[config.mk]
export PLATFORM = sky130hd
export DESIGN_NAME = serial_link_obi_guard
export DESIGN_NICKNAME = d
export VERILOG_FILES = /design/src/rtl/serial_link_obi_guard_pkg.sv /design/src/rtl/serial_link_obi_guard_timer.sv /design/src/rtl/serial_link_obi_guard.sv
export SDC_FILE = /design/constraint.sdc
export NUM_CORES = 1
export LEC_CHECK = 0
export ABC_AREA = 1
export CELL_PAD_IN_SITES_DETAIL_PLACEMENT = 0
export CELL_PAD_IN_SITES_GLOBAL_PLACEMENT = 1
export CORE_ASPECT_RATIO = 1.1
export CORE_MARGIN = 2
export CORE_UTILIZATION = 21
export DETAILED_ROUTE_END_ITERATION = 6
export PLACE_DENSITY_LB_ADDON = 0.1
export REMOVE_ABC_BUFFERS = 1
export SLEW_MARGIN = 20
export SYNTH_ARGS = -nofsm -noshare
export SYNTH_HDL_FRONTEND = slang
export SYNTH_SLANG_ARGS = --single-unit
[constraint.sdc]
create_clock -name clk_i -period 2.4 [get_ports clk_i]
set_input_delay 0.36 -clock clk_i [delete_from_list [all_inputs] [get_ports clk_i]]
set_output_delay 0.36 -clock clk_i [all_outputs]
set_load 0.01 [all_outputs]
[src/rtl/serial_link_obi_guard_pkg.sv]
`default_nettype none
// ============================================================================
// Module   : serial_link_obi_guard_pkg
// Purpose  : Shared types and constants for the serial-link OBI guard.
//            - state_e            : guard state (RUN / FLUSH)
//            - c_err_data_default : rdata returned on a synthesized error
//            - c_stats_width      : width of the timeout statistics counter
// Revision : 1.0 - initial release
// ============================================================================
package serial_link_obi_guard_pkg;

  // RUN: traffic forwarded to the link. FLUSH: issuing error responses.
  typedef enum logic [0:0] {
    RUN   = 1'b0,
    FLUSH = 1'b1
  } state_e;

  localparam logic [31:0] c_err_data_default = 32'hBADC_AB1E;
  localparam int unsigned c_stats_width      = 16;

endpackage : serial_link_obi_guard_pkg
`default_nettype wire

[src/rtl/serial_link_obi_guard_timer.sv]
`default_nettype none
// ============================================================================
// Module   : serial_link_obi_guard_timer
// Purpose  : Clearable up-counter with compare against a programmable limit.
//            expire_o is a single-cycle pulse on the cycle the counter sits at
//            limit_i-1 while not being cleared; the counter restarts from 0
//            after an expiry. A limit of 0 disables the timer.
// Ports    : clk_i, rst_ni  - clock, asynchronous active-low reset
//            clr_i          - hold the counter at zero / suppress expiry
//            limit_i        - timeout in cycles (0 = disabled)
//            expire_o       - expiry pulse
// Revision : 1.0 - initial release
// ============================================================================
module serial_link_obi_guard_timer
  import serial_link_obi_guard_pkg::*;
#(
  parameter int unsigned TimeoutWidth = 16
) (
  input  logic                    clk_i,
  input  logic                    rst_ni,
  input  logic                    clr_i,
  input  logic [TimeoutWidth-1:0] limit_i,
  output logic                    expire_o
);

  logic [TimeoutWidth-1:0] count_q, count_d;
  logic                    disabled;

  assign disabled = (limit_i == '0);

  // limit_i is compared live so a new value applies from the next compare.
  assign expire_o = !clr_i && !disabled &&
                    (count_q == (limit_i - TimeoutWidth'(1)));

  always_comb begin
    count_d = count_q + TimeoutWidth'(1);
    if (clr_i || disabled || expire_o) begin
      count_d = '0;
    end
  end

  always_ff @(posedge clk_i or negedge rst_ni) begin
    if (!rst_ni) begin
      count_q <= '0;
    end else begin
      count_q <= count_d;
    end
  end

endmodule : serial_link_obi_guard_timer
`default_nettype wire

[src/rtl/serial_link_obi_guard.sv]
`default_nettype none
// ============================================================================
// Module   : serial_link_obi_guard
// Purpose  : OBI guard in front of the serial-link wrapper. Limits requests in
//            flight and, if the link stops answering for timeout_cycles_i
//            cycles, answers every pending request with an error response.
//            Late responses belonging to timed-out requests are swallowed.
// Ports    : clk_i, rst_ni           - clock, asynchronous active-low reset
//            slv_*                   - upstream OBI slave port
//            mst_*                   - OBI master port toward the link
//            timeout_cycles_i        - timeout in cycles, 0 disables it
//            pending_o               - live outstanding request count
//            timeout_o               - one-cycle pulse per timeout event
//            clr_stats_i             - clears the timeout statistics counter
//            timeout_cnt_o           - saturating timeout counter
// Options  : SERIAL_LINK_OBI_GUARD_STATS_EN - when defined, timeout_cnt_o is
//            a live counter; otherwise it is tied to zero.
// Revision : 1.0 - initial release
// ============================================================================
module serial_link_obi_guard
  import serial_link_obi_guard_pkg::*;
#(
  parameter int unsigned MaxOutstanding = 2,
  parameter int unsigned TimeoutWidth   = 16,
  parameter logic [31:0] ErrData        = c_err_data_default
) (
  input  logic                                 clk_i,
  input  logic                                 rst_ni,
  input  logic                                 slv_req_i,
  input  logic [31:0]                          slv_addr_i,
  input  logic                                 slv_we_i,
  input  logic [3:0]                           slv_be_i,
  input  logic [31:0]                          slv_wdata_i,
  output logic                                 slv_gnt_o,
  output logic                                 slv_rvalid_o,
  output logic [31:0]                          slv_rdata_o,
  output logic                                 slv_err_o,
  output logic                                 mst_req_o,
  output logic [31:0]                          mst_addr_o,
  output logic                                 mst_we_o,
  output logic [3:0]                           mst_be_o,
  output logic [31:0]                          mst_wdata_o,
  input  logic                                 mst_gnt_i,
  input  logic                                 mst_rvalid_i,
  input  logic [31:0]                          mst_rdata_i,
  input  logic [TimeoutWidth-1:0]              timeout_cycles_i,
  output logic [$clog2(MaxOutstanding+1)-1:0]  pending_o,
  output logic                                 timeout_o,
  input  logic                                 clr_stats_i,
  output logic [c_stats_width-1:0]             timeout_cnt_o
);

  localparam int unsigned           CntWidth = $clog2(MaxOutstanding + 1);
  localparam logic [CntWidth-1:0]   MaxCnt   = CntWidth'(MaxOutstanding);

  state_e              state_q, state_d;
  logic [CntWidth-1:0] cnt_q, cnt_d;     // live requests owned by the link
  logic [CntWidth-1:0] drop_q, drop_d;   // stale responses still to swallow
  logic [CntWidth-1:0] flush_q, flush_d; // error responses still to issue

  logic accept_ok;
  logic handshake;
  logic fwd;
  logic swallow;
  logic timer_clr;
  logic expire;

  // Stale responses still occupy link slots, so they count against the limit.
  // cnt+drop never exceeds MaxOutstanding, so the sum fits in CntWidth bits.
  assign accept_ok = (state_q == RUN) && ((cnt_q + drop_q) < MaxCnt);

  assign mst_req_o   = slv_req_i & accept_ok;
  assign mst_addr_o  = slv_addr_i;
  assign mst_we_o    = slv_we_i;
  assign mst_be_o    = slv_be_i;
  assign mst_wdata_o = slv_wdata_i;
  assign slv_gnt_o   = mst_gnt_i & accept_ok;
  assign handshake   = mst_req_o & mst_gnt_i;

  // Link responses are in order: stale ones always come before live ones.
  // A response with drop==0 during FLUSH has no owner and is ignored so it
  // can never collide with an error response upstream.
  assign fwd     = mst_rvalid_i && (drop_q == '0) && (state_q == RUN);
  assign swallow = mst_rvalid_i && (drop_q != '0);

  assign timer_clr = (cnt_q == '0) || fwd || (state_q != RUN);

  serial_link_obi_guard_timer #(
    .TimeoutWidth (TimeoutWidth)
  ) u_timer (
    .clk_i    (clk_i),
    .rst_ni   (rst_ni),
    .clr_i    (timer_clr),
    .limit_i  (timeout_cycles_i),
    .expire_o (expire)
  );

  assign timeout_o = expire;
  assign pending_o = cnt_q;

  // Upstream response mux: error responses own the channel in FLUSH.
  always_comb begin
    slv_rvalid_o = 1'b0;
    slv_rdata_o  = '0;
    slv_err_o    = 1'b0;
    if (state_q == FLUSH) begin
      slv_rvalid_o = 1'b1;
      slv_rdata_o  = ErrData;
      slv_err_o    = 1'b1;
    end else if (fwd) begin
      slv_rvalid_o = 1'b1;
      slv_rdata_o  = mst_rdata_i;
    end
  end

  always_comb begin
    state_d = state_q;
    cnt_d   = cnt_q;
    flush_d = flush_q;
    drop_d  = drop_q - CntWidth'(swallow);
    unique case (state_q)
      RUN: begin
        if (expire) begin
          // A request granted on the expiry cycle is already in the link, so
          // it is failed together with the others instead of being lost.
          flush_d = cnt_q + CntWidth'(handshake);
          drop_d  = drop_q - CntWidth'(swallow) + cnt_q + CntWidth'(handshake);
          cnt_d   = '0;
          state_d = FLUSH;
        end else if (handshake && !fwd) begin
          cnt_d = cnt_q + CntWidth'(1);
        end else if (fwd && !handshake) begin
          cnt_d = cnt_q - CntWidth'(1);
        end
      end
      FLUSH: begin
        flush_d = flush_q - CntWidth'(1);
        if (flush_q <= CntWidth'(1)) begin
          flush_d = '0;
          state_d = RUN;
        end
      end
      default: begin
        state_d = RUN;
      end
    endcase
  end

  always_ff @(posedge clk_i or negedge rst_ni) begin
    if (!rst_ni) begin
      state_q <= RUN;
      cnt_q   <= '0;
      drop_q  <= '0;
      flush_q <= '0;
    end else begin
      state_q <= state_d;
      cnt_q   <= cnt_d;
      drop_q  <= drop_d;
      flush_q <= flush_d;
    end
  end

`ifdef SERIAL_LINK_OBI_GUARD_STATS_EN
  logic [c_stats_width-1:0] stats_q, stats_d;

  // Clear has priority over a same-cycle timeout; counter saturates.
  always_comb begin
    stats_d = stats_q;
    if (clr_stats_i) begin
      stats_d = '0;
    end else if (expire && (stats_q != '1)) begin
      stats_d = stats_q + c_stats_width'(1);
    end
  end

  always_ff @(posedge clk_i or negedge rst_ni) begin
    if (!rst_ni) begin
      stats_q <= '0;
    end else begin
      stats_q <= stats_d;
    end
  end

  assign timeout_cnt_o = stats_q;
`else
  logic unused_clr_stats;
  assign unused_clr_stats = clr_stats_i;
  assign timeout_cnt_o    = '0;
`endif

endmodule : serial_link_obi_guard
`default_nettype wire

# [Word-level counts from Yosys, hierarchy flattened]
# Index checks and enable logic that the tools add are counted.
[totals] regBits=23 output_inout_bits=124 wordCells=62
[classes] add_sub_neg=10 magnitude_cmp=2 eq_ne=2 muxes=17 n_bitwise=4 reduce_logical=22
[op_table] cell="32-bit two-way mux" count=2
[op_table] cell="16-bit by 1-bit adder with 16-bit output (second input constant)" count=1
[op_table] cell="16-bit == test" count=1
[op_table] cell="16-bit zero test" count=1
[op_table] cell="16-bit two-way mux" count=1
[op_table] cell="16-bit by 1-bit subtractor with 16-bit output (second input constant)" count=1
[op_table] cell="2-bit two-way mux" count=7
[op_table] cell="1-bit logical AND" count=8
[op_table] cell="1-bit two-way mux" count=5
[op_table] cell="2-bit by 1-bit adder with 2-bit output" count=2
[op_table] cell="2-bit adder" count=2
[op_table] cell="1-bit zero test" count=4
[op_table] cell="2-bit zero test" count=2
[op_table] cell="1-bit logical OR" count=4
[op_table] cell="2-bit one-hot mux with 2 select lines" count=1
[op_table] cell="2-bit by 1-bit subtractor with 2-bit output (second input constant)" count=2
[op_table] cell="1-bit bitwise AND" count=3
[op_table] cell="3-bit nonzero test" count=1
[op_table] cell="2-bit by 1-bit adder with 2-bit output (second input constant)" count=1
[op_table] cell="2-bit by 1-bit less-or-equal comparator with 1-bit output (second input constant)" count=1
[op_table] cell="2-bit < comparator (second input constant)" count=1
[op_table] cell="2-bit by 1-bit inequality test with 1-bit output (second input constant)" count=1
[op_table] cell="1-bit one-hot mux with 2 select lines" count=1
[op_table] cell="2-bit AND reduction" count=1
[op_table] cell="3 further kinds" count=3

# [Depth between registers and ports, before layout]
[depth] depth_word=10 depth_mapped=16 mapped_depth_nobuf=15

# [By module]
# From an unflattened synthesis, not the netlist that was laid out.
[unflattened] cells_unflattened=515 hier_area_um2=3163.0
[modules_own_cells] module="serial_link_obi_guard_timer" instances=1 cells_each=268 area_per_inst_um2=1654.1 seq_area_each_um2=400.4
[modules_own_cells] module="serial_link_obi_guard" instances=1 cells_each=247 area_per_inst_um2=1508.9 seq_area_each_um2=175.2

# [Least setup slack after synthesis]
# Ideal clock, no wire load.
[synth_timing] path_kind="register -> register" from="register cnt_q[1], in the netlist pending_o[1]" to="register drop_q[1]" arrival_ns=1.917 path_slack_ns=0.363 path_stages_with_launch=11 n_path_buf=1 synth_period_minus_slack_ns=2.037 path_cell_list="dfrtp_1 > buf_2 > xnor2_1 > nand2b_1 > nand3_1 > nor2_1 > nand2_1 > fa_1 > xor2_1 > inv_1 > o21ai_1"
[synth_between] elab_chain_len=8 elab_cells_between_ends=15 cone_classes="3 x add/sub; 1 x order compare; 2 x mux; 2 x bitwise; 7 x reduce/logical"
[synth_rtl] item="start, declared" line_no="serial_link_obi_guard.sv:57" rtl="logic [CntWidth-1:0] cnt_q, cnt_d;"
[synth_rtl] item="start signal, assigned" line_no="serial_link_obi_guard.sv:157" rtl="cnt_q <= cnt_d;"
[synth_rtl] item="2-bit adder or 2-bit zero test (tied branches)" line_no="serial_link_obi_guard.sv:70, serial_link_obi_guard.sv:86"
[synth_rtl] item="2-bit < comparator or 1-bit logical OR (tied branches)" line_no="serial_link_obi_guard.sv:70, serial_link_obi_guard.sv:86"
[synth_rtl] item="1-bit logical AND or 1-bit logical OR (tied branches)" line_no="serial_link_obi_guard.sv:70, serial_link_obi_guard.sv:86"
[synth_rtl] item="1-bit bitwise AND or 1-bit zero test (tied branches)" line_no="serial_link_obi_guard.sv:72, serial_link_obi_guard_timer.sv:32"
[synth_rtl] item="1-bit bitwise AND or 1-bit logical AND (tied branches)" line_no="serial_link_obi_guard.sv:78, serial_link_obi_guard_timer.sv:32"
[synth_rtl] item="2-bit by 1-bit adder with 2-bit output or 1-bit logical AND (tied branches)" line_no="serial_link_obi_guard.sv:127, serial_link_obi_guard_timer.sv:32"
[synth_rtl] item="2-bit two-way mux (*)" line_no="serial_link_obi_guard.sv:123" rtl="if (expire) begin"
[synth_rtl] item="2-bit two-way mux (*)" line_no="serial_link_obi_guard.sv:121" rtl="unique case (state_q)"
[synth_rtl] item="net drop_d[1]" line_no="serial_link_obi_guard.sv:58" rtl="logic [CntWidth-1:0] drop_q, drop_d;"
[synth_rtl] item="end signal, assigned" line_no="serial_link_obi_guard.sv:158" rtl="drop_q <= drop_d;"
[synth_rtl] item="end, declared" line_no="serial_link_obi_guard.sv:58"
# The timed path passes the listed nets; every way through them passes the cells marked *.
# A chain may end at the register's enable or synchronous reset.

# [Worst setup path in the final report]
[layout_timing] from="input timeout_cycles_i[4]" to="output timeout_o"
[layout_between] elab_chain_len=4 elab_cells_between_ends=6 cone_classes="1 x add/sub; 1 x eq/ne; 4 x reduce/logical"
[layout_rtl] item="start, declared" line_no="serial_link_obi_guard.sv:46" rtl="input logic [TimeoutWidth-1:0] timeout_cycles_i,"
[layout_rtl] item="branches (longest 3 deep; another with 16-bit by 1-bit subtractor with 16-bit output)"
[layout_rtl] item="1-bit logical AND (*)" line_no="serial_link_obi_guard_timer.sv:32" rtl="assign expire_o = !clr_i && !disabled &&"
[layout_rtl] item="end, declared" line_no="serial_link_obi_guard.sv:48" rtl="output logic timeout_o,"
# Every way passes the cells marked *.

==> impl_metrics.prom <==
# TYPE chip_impl_metric gauge
chip_impl_metric{name="postRouteAntennaNets",unit=""} 0
chip_impl_metric{name="static_leakage",unit="nW"} 2.60
chip_impl_metric{name="routed_wirelength",unit="mm"} 15.0
chip_impl_info{name="cp_slowest_cell",value="dlygate4sd2_1"} 1
chip_impl_metric{name="fin_crit_sh",unit="%"} 93.7
chip_impl_metric{name="timing.final.ws_setup",unit="ns"} 0.151
chip_impl_metric{name="worstPathMaxFanout",unit=""} 6
chip_impl_metric{name="die_y",unit="µm"} 132
chip_impl_info{name="min-delay-path-class",value="primary input to async pin"} 1
chip_impl_metric{name="grt_overflow_total",unit=""} 0
chip_impl_metric{name="syn_avg_cell_area",unit="µm²"} 6.22
chip_impl_metric{name="number_of_buffers_and_inverters_on_the_critical_path",unit=""} 6
chip_impl_metric{name="place_worst_setup_slack",unit="ns"} -0.770
chip_impl_metric{name="h-tree-depth",unit=""} 1
chip_impl_metric{name="die-width",unit="µm"} 120
chip_impl_metric{name="route.detailed.drc",unit=""} 0
chip_impl_metric{name="synth-async-reset-ratio",unit="%"} 100
chip_impl_metric{name="numClockSinks",unit=""} 23
chip_impl_metric{name="grt_pass1_vias",unit=""} 3424
chip_impl_metric{name="core_area",unit="µm²"} 14500
chip_impl_metric{name="synth_cells",unit=""} 504
chip_impl_info{name="setup_repair_after_global_routing_missed_its_margin",value="no"} 1
chip_impl_metric{name="sequential_cell_area_fraction_in_the_yosys_report",unit="%"} 18.4
chip_impl_metric{name="critical_path_arrival",unit="ns"} 1.89
chip_impl_info{name="synth_most_common_cell",value="nand2_1"} 1
chip_impl_metric{name="ios",unit=""} 247
chip_impl_info{name="synth.area.top_cells",value="buf_4, dfrtp_1, nand2_1"} 1
chip_impl_metric{name="diodes",unit=""} 0
chip_impl_metric{name="ys_warn_count",unit=""} 0
chip_impl_info{name="ys_top_cells_by_count",value="nand2_1, buf_4, inv_1"} 1
chip_impl_info{name="timing_worst_setup_path_type",value="primary input to output pin"} 1
chip_impl_info{name="yosys.area.top_type",value="buf_4"} 1
chip_impl_info{name="run_status",value="finished clean"} 1
chip_impl_metric{name="maximum_clock_rate",unit="MHz"} 445
chip_impl_metric{name="synthesis.area",unit="µm²"} 3130
chip_impl_metric{name="grt_max_degree",unit=""} 27
chip_impl_metric{name="num_rows",unit=""} 46
chip_impl_metric{name="setup_violations",unit=""} 0
chip_impl_metric{name="final_hold_viol_count",unit=""} 0
chip_impl_metric{name="grt_first_pass_wirelength",unit="mm"} 21.7
chip_impl_metric{name="detail_route.iter0.violations",unit=""} 154
chip_impl_metric{name="worst_ir_drop_vdd",unit="mV"} 0.237
chip_impl_metric{name="timing.final.crit_period",unit="ns"} 2.25
chip_impl_metric{name="cts_inserted_buffers",unit=""} 3
chip_impl_metric{name="drt-pass1-iter-count",unit=""} 6
chip_impl_metric{name="gp_congestion",unit=""} 0.807
chip_impl_metric{name="cts.hold.buffers_added",unit=""} 0
chip_impl_metric{name="grt_usage",unit="%"} 18.4
chip_impl_metric{name="wl_per_cell",unit="µm"} 18.9
chip_impl_info{name="clockRootBuffer",value="clkbuf_16"} 1
chip_impl_info{name="critPathLaunchType",value="primary input"} 1
chip_impl_metric{name="area_growth",unit="%"} 44.0
chip_impl_metric{name="place_hpwl",unit="mm"} 11.9
chip_impl_metric{name="post_layout_nonfiller_instances",unit=""} 794
chip_impl_metric{name="slew_viol_final",unit=""} 0
chip_impl_metric{name="antenna_found_initial",unit=""} 0
chip_impl_metric{name="netlist-cell-type-count",unit=""} 34
chip_impl_metric{name="clock_insertion_delay_worst_skew",unit="ns"} 0.26
chip_impl_metric{name="finalClockSkew",unit="ns"} 0.00393
chip_impl_metric{name="synth_top_area_share",unit="%"} 20.4
chip_impl_metric{name="worst_path_largest_cell_delay",unit="ns"} 0.26
chip_impl_metric{name="finalNetCount",unit=""} 732
chip_impl_metric{name="total_power",unit="mW"} 2.41
chip_impl_metric{name="cp_data_required_time",unit="ns"} 2.04
chip_impl_metric{name="final.setup.tns",unit="ns"} 0
chip_impl_info{name="end_kind",value="output pin"} 1
chip_impl_metric{name="number_of_vias_after_detailed_routing",unit=""} 3413
chip_impl_metric{name="max_cap_viol_count",unit=""} 0
chip_impl_metric{name="clkSlewWorstSetupHoldPaths",unit="ns"} 0.06
chip_impl_info{name="tritoncts",value="built"} 1
chip_impl_metric{name="viasPerCell",unit=""} 4.30
chip_impl_metric{name="power_density",unit="nW/µm²"} 534
chip_impl_metric{name="initial_util",unit="%"} 21.6
chip_impl_metric{name="synth_edf_count",unit=""} 0
chip_impl_info{name="cp_cell_sequence",value="dlygate4sd2_1, nor2_2, nand2_2, nor2_4, buf_6, buf_4, nand3b_1, nand2_2, inv_1, nand3_1, nor2_2, nand4_1, inv_1, buf_4"} 1
chip_impl_info{name="cpLargestDelayFamily",value="simple AND/OR/NAND/NOR gates"} 1
chip_impl_metric{name="post_route_cells_drive_above_1_share",unit="%"} 25.6
chip_impl_metric{name="numPortBuffers",unit=""} 91
chip_impl_info{name="ys_dominant_reg_cell",value="dfrtp_1"} 1
chip_impl_metric{name="synth-seq-cells",unit=""} 23
chip_impl_metric{name="cts.path.max_buffers",unit=""} 2
chip_impl_metric{name="dpl.cell_count",unit=""} 763
chip_impl_metric{name="overall_die_area",unit="µm²"} 15900
==> registers in the layout (all words and copies together) (netlist names) <==
register and count:
drop_q 2, flush_q 2, pending_o 2, state_q 1
u_timer.count_q 16
==> cell type report <==
type	count	area [µm²]
clock inverter	1	5.00
tap	192	240
fill	1668	9990
inverter	70	265
multi-input combinational	335	1820
timing repair buffer	170	1530
clock buffer	3	75.1
sequential	23	576
==> layer usage <==
layer | wire length [µm] | up-vias | global-route usage, %
li1 | - | 1630 | -
met1 | 5980 | 1502 | 20.6
met2 | 5680 | 246 | 25.2
met3 | 2830 | 25 | 15.7
met4 | 263 | 10 | 4.07
met5 | 246 | - | 12.5
==> stage by stage <==
stage	utilization (%)	hold WS [ns]	instance area, µm²
floorplan	-	0.0644	2520
finish	31.1	0.455	4510
global route	31.1	0.485	4510
global placement	28.1	0.527	4080
CTS	29.8	0.472	4330
detailed placement	28.1	0.534	4080
==> worst reg2reg max path, stage by stage (launching register included) <==
cell	delay, ns
dfrtp_1	0.45
nor2_1	0.16
nor2_2	0.06
buf_4	0.12
buf_4	0.12
buf_4	0.12
buf_4	0.12
buf_4	0.12
buf_4	0.12
buf_4	0.12
buf_4	0.12
nand4_1	0.15
nor2_4	0.07
nand3_4	0.13
nand2_2	0.07
nand2_1	0.07
nand2_1	0.04
==> logic make-up after synthesis <==
| kind of cell | synth area share [%] |
|---|---|
| and+or+nand+nor | 39.6 |
| xor gates and xnor gates | 6.15 |
| AOI/OAI and AO/OA | 3.31 |
| buffers and inverters | 29.9 |
| adders and majority gates | 2.63 |
| other | 0.120 |
| DFF | 18.4 |
==> cell usage in the layout (no fill, tap or decap), types with 13 or more instances in the layout <==
cell type,netlist,routed
nor2_1,51,42
dlymetal6s2s_1,0,20
inv_1,66,62
buf_4,85,74
conb_1,1,16
dlygate4sd2_1,0,21
nor2_2,16,17
nand2_2,5,13
clkdlybuf4s50_1,0,43
nand2_1,132,123
nand3_1,35,32
dfrtp_1,23,23
==> what timing repair did <==
action / 4_1_cts / 5_1_grt
setup buffers: 15 / 10
gates resized for setup: 57 / 51
cloned: 1 / 1
pin swaps: 13 / 15
setup endpoints to repair: 33 / 24
==> worst paths after layout <==
kind / start / to / slack, ns / cells past startpoint
hold / removal: rst_ni / u_timer.count_q[2] / 0.45 / 2
max in group asynchronous: rst_ni / pending_o[1] / 1.70 / 2
setup / recovery: timeout_cycles_i[4] / timeout_o / 0.15 / 14
min in group clk_i: flush_q[1] / state_q / 0.55 / 2
hold reg to reg: flush_q[1] / state_q / 0.55 / 2
setup reg to reg: u_timer.count_q[1] / flush_q[1] / 0.16 / 16
==> where the power goes <==
part / internal [mW] / total, mW / switching (mW)
Sequential: 0.446 / 0.506 / 0.0605
Clock: 0.225 / 0.373 / 0.149
Combinational: 0.758 / 1.53 / 0.771
Note: power is estimated with default switching activity, not from simulation.
